--- src/rtl/minute_mod_counter.sv ---
// minute_mod_counter
// Up/down modulo counter for one digit group of the digital-clock datapath.
// The wrap point is the smaller of the run-time limit and the MAX_COUNT bound.
// A synchronous preset load is clamped to that wrap point. count, carry,
// borrow and load_err are registered. carry/borrow are single-cycle pulses
// that clock or enable the next stage. at_limit is decoded combinationally.
module minute_mod_counter #(
    parameter int WIDTH       = 7,
    parameter int MAX_COUNT   = 59,
    parameter int RESET_VALUE = 0
) (
    input  logic             minute_clk,
    input  logic             rst,
    input  logic             en,
    input  logic             up_down,
    input  logic             load,
    input  logic [WIDTH-1:0] load_value,
    input  logic [WIDTH-1:0] limit,
    output logic [WIDTH-1:0] count,
    output logic             carry,
    output logic             borrow,
    output logic             load_err,
    output logic             at_limit
);

    localparam logic [WIDTH-1:0] MAX_W   = WIDTH'(MAX_COUNT);
    localparam logic [WIDTH-1:0] RESET_W = WIDTH'(RESET_VALUE);
    localparam logic [WIDTH-1:0] ZERO_W  = '0;
    localparam logic [WIDTH-1:0] ONE_W   = WIDTH'(1);

    logic [WIDTH-1:0] count_q, count_d;
    logic             carry_q, carry_d;
    logic             borrow_q, borrow_d;
    logic             load_err_q, load_err_d;
    logic [WIDTH-1:0] eff_limit;

    // Effective wrap point: the run-time limit can never exceed the hard bound.
    always_comb begin
        eff_limit = (limit > MAX_W) ? MAX_W : limit;
    end

    // Next-state selection with priority load > enable > hold.
    // Every pulse defaults to 0, so a pulse only lives for one edge.
    always_comb begin
        count_d    = count_q;
        carry_d    = 1'b0;
        borrow_d   = 1'b0;
        load_err_d = 1'b0;
        if (load) begin
            if (load_value <= eff_limit) begin
                count_d = load_value;
            end else begin
                count_d    = eff_limit;
                load_err_d = 1'b1;
            end
        end else if (en) begin
            if (up_down) begin
                // A count above a freshly lowered limit also wraps to 0.
                if (count_q >= eff_limit) begin
                    count_d = ZERO_W;
                    carry_d = 1'b1;
                end else begin
                    count_d = count_q + ONE_W;
                end
            end else begin
                if (count_q == ZERO_W) begin
                    count_d  = eff_limit;
                    borrow_d = 1'b1;
                end else if (count_q <= eff_limit) begin
                    count_d = count_q - ONE_W;
                end else begin
                    // The limit was lowered below the count: snap to it, no borrow.
                    count_d = eff_limit;
                end
            end
        end
    end

    // State registers. Reset is asynchronous so pulses clear without a clock.
    always_ff @(posedge minute_clk or posedge rst) begin
        if (rst) begin
            count_q    <= RESET_W;
            carry_q    <= 1'b0;
            borrow_q   <= 1'b0;
            load_err_q <= 1'b0;
        end else begin
            count_q    <= count_d;
            carry_q    <= carry_d;
            borrow_q   <= borrow_d;
            load_err_q <= load_err_d;
        end
    end

    // Output mapping; at_limit follows the live limit input.
    always_comb begin
        count    = count_q;
        carry    = carry_q;
        borrow   = borrow_q;
        load_err = load_err_q;
        at_limit = (count_q == eff_limit);
    end

endmodule

--- config.mk ---
export PLATFORM = sky130hd
export DESIGN_NAME = minute_mod_counter
export DESIGN_NICKNAME = d
export VERILOG_FILES = /design/src/rtl/minute_mod_counter.sv
export SDC_FILE = /design/constraint.sdc
export NUM_CORES = 1
export LEC_CHECK = 0
export CORE_ASPECT_RATIO = 0.6
export CORE_UTILIZATION = 55
export CTS_CLUSTER_DIAMETER = 80
export DETAILED_ROUTE_END_ITERATION = 8
export PLACE_DENSITY = 0.95
export SYNTH_ARGS = -nofsm -noshare
export SYNTH_HDL_FRONTEND = slang
export SYNTH_SLANG_ARGS = --single-unit
export TNS_END_PERCENT = 20
--- constraint.sdc ---
create_clock -name minute_clk -period 6.2 [get_ports minute_clk]
set_input_delay 0.93 -clock minute_clk [delete_from_list [all_inputs] [get_ports minute_clk]]
set_output_delay 0.93 -clock minute_clk [all_outputs]
set_load 0.05 [all_outputs]
==> qor.txt <==
Status: complete, no violations
Combinational Power Share: 0.575
Crit path buf inv count: 3
FF+latch count, synth: 10
Largest net degree at the start of global routing: 14
Antenna Cells: 0
TritonCTS buffer count: 3
TritonCTS clock tree: built
Crit path max fanout: 9
Fill count: 156
PwrDens: 252 mW/mm^2
Die Ht: 40.5 microns
RD Place Congestion: 0.919
Delay-heaviest family, CP: buffers and inverters
Clock root cell: clkbuf_8
Area growth syn-to-layout: 26.5%
Layout Nets: 231
Placed cell areas: 0.00166 sq mm
Design area: 0.00172 sq mm
Critical Path, Cell by Cell: clkdlybuf4s50_1, or2_1, or3_4, a211o_1, or3_4, inv_1, clkdlybuf4s50_1
Crit path DAT: 3.81 ns
Vias in the first global route: 1,306
Fraction of registers with async set/reset: 1.00
Clock skew: 0.00209 ns
WHS Endpoint: borrow
Port Buffers: 29
Slew HR: 0.273
Overall die width: 66.2 microns
Initial antenna violation count: 0
Clock Sinks: 10
TritonRoute pass-1 iters: 4
P_sw: 0.204 mW
Critical R2R Capture: count[5]
Final setup fails: 0
DRT iter0 DRCs: 136
Flop pwr share: 0.243
Setup crit end kind: output pin
Core Rows: 13
Worst-Skew Late Latency: 0.23 ns
Clock slew at reported path FFs: 0.05 ns
Sequential cell area fraction in the yosys report: 0.184
Remaining Overflow, GRT: 0
Worst R2R Path Depth: 10
Maximum root-to-sink buffer count: 2
CP Launch Type: input pin
Avg Synthesized Cell Area: 7.90 sq um
Yosys warnings: 0
Die ar.: 0.00268 sq mm
Vias: 1,489
Post-Syn Area: 0.00136 sq mm
Fin crit period: 4.74 ns
CP max stage delay: 0.79 ns
Maximum vdd drop: 0.0797 mV
Commonest non-fill, non-tap cell in the layout: clkdlybuf4s50_1
R2r startpoint: count[0]
Initial Util: 0.605
Lkg Pwr: 0.737 nW
Max_cap viols: 0
Hold path startpoint: count[6]
Routed len/inst: 17.2 microns
RSZ-0062 raised after global routing: no
Crit Path Class: input pin to output pin
Area contributors post-synth: dfrtp_1 18%, ha_1 10%, inv_1 5.0%
Main synth FF type: dfrtp_1
EDFF count, synth: 0
Unique masters post-synth: 59
Slowest CP cell: clkdlybuf4s50_1
Htree depth: 1
Global-route wire length before repair: 6180 microns
Gr usage total: 0.323
Hold Buf Count CTS: 0
HPWL Detailed: 3190 microns
Worst Hold Class: register to register
Final hold violation count: 0
Pins Over Slew Limit: 0
Post CTS Setup Buffer Count: 0
WHS Path Cells: 1
Switching Share: 0.471
Post-CTS sizing: 0
Worst reg2reg setup slack: 3.23 ns
Fmax: 211 MHz
Int Pwr: 0.230 mW
Post-route ant nets: 0
Commonest cells after routing, fill and taps aside: 29 x clkdlybuf4s50_1, 18 x inv_1, 18 x nand2_1, 11 x ha_1
Fin Setup TNS: 0 ns
Clock network fraction of total power: 0.181
DRC Markers: 0
Fin crit share: 0.764
CP required: 5.27 ns
Syn Inst Count: 172
DRT Wirelength: 3950 microns
Vias per cell: 6.47
Share of Yosys cell area claimed by the top area cell type: 0.184
Worst-Margin Slew: 1.06 ns
Core area: 0.00224 sq mm
Io pins: 30
Leading area contributor after synthesis: dfrtp_1
Share of cells above drive strength 1: 0.0950
==> sequential cells by signal, indices dropped and copies added (netlist names) <==
register  cells
carry         1
count         7
borrow        1
load_err      1
==> through the flow <==
step	worst slack (ns)	hold WS (ns)	total power, mW	cells	utilization
6_report	1.46	0.614	0.434	230	0.766
2_1_floorplan	2.56	0.770	0.277	173	-
3_5_place_dp	1.48	0.592	0.348	226	0.741
4_1_cts	1.48	0.598	0.428	230	0.766
5_1_grt	1.39	0.661	0.462	230	0.766
3_3_place_gp	1.52	0.579	0.341	226	0.741
==> synth_stat cells, types with 4 or more instances <==
library cell,count
a21oi_1,6
nor2_1,10
o21ai_0,7
nand3_1,4
a31oi_1,4
nor3_1,8
xnor2_1,4
dfrtp_1,10
ha_1,11
a22oi_1,4
nand2_1,18
mux2i_1,4
clkbuf_1,6
inv_1,18
==> cell families after synthesis <==
logic type / count (synthesis) / share of synthesized area
DFF: 10 / 0.184
and+or+nand+nor: 60 / 0.240
xor gates and xnor gates: 6 / 0.0387
muxes: 5 / 0.0378
other: 1 / 0.00276
AOI/OAI and AO/OA: 52 / 0.310
adders and majority gates: 12 / 0.109
buffers and inverters: 26 / 0.0773
==> power groups by stage <==
stage / Combinational (mW) / Sequential, mW / Clock [mW]
after floorplan: 0.152 / 0.125 / 0
after global placement: 0.236 / 0.105 / 0
after detailed placement: 0.243 / 0.106 / 0
after CTS: 0.245 / 0.105 / 0.0787
after global routing: 0.268 / 0.108 / 0.0855
final: 0.249 / 0.105 / 0.0787
==> metal layers <==
metal  GRT usage  up-vias  part of all wire
met5           0        -                 0
met2       0.482       86              0.41
met3      0.0682       16              0.11
met4       0.149        0             0.025
met1       0.447      679              0.45
li1            -      708                 -
==> area by class of cell <==
class                           instances  area, sq um  area share
Inverter                               19         71.3      0.0415
Multi-Input combinational cell        137         1010       0.586
Sequential cell                        10          250       0.146
Timing Repair Buffer                   30          298       0.173
Clock buffer                            4         55.1      0.0320
Tap cell                               30         37.5      0.0218
==> worst max-delay path by stage <==
stage | slack, ns | depth (start not counted) | startpoint | endpoint
6_report | 1.46 | 7 | limit[6] | at_limit
2_1_floorplan | 2.56 | 6 | limit[6] | at_limit
4_1_cts | 1.48 | 7 | limit[6] | at_limit
3_5_place_dp | 1.48 | 7 | limit[6] | at_limit
5_1_grt | 1.39 | 8 | limit[6] | at_limit
3_3_place_gp | 1.52 | 7 | limit[6] | at_limit
(Power assumes the default switching activity.)
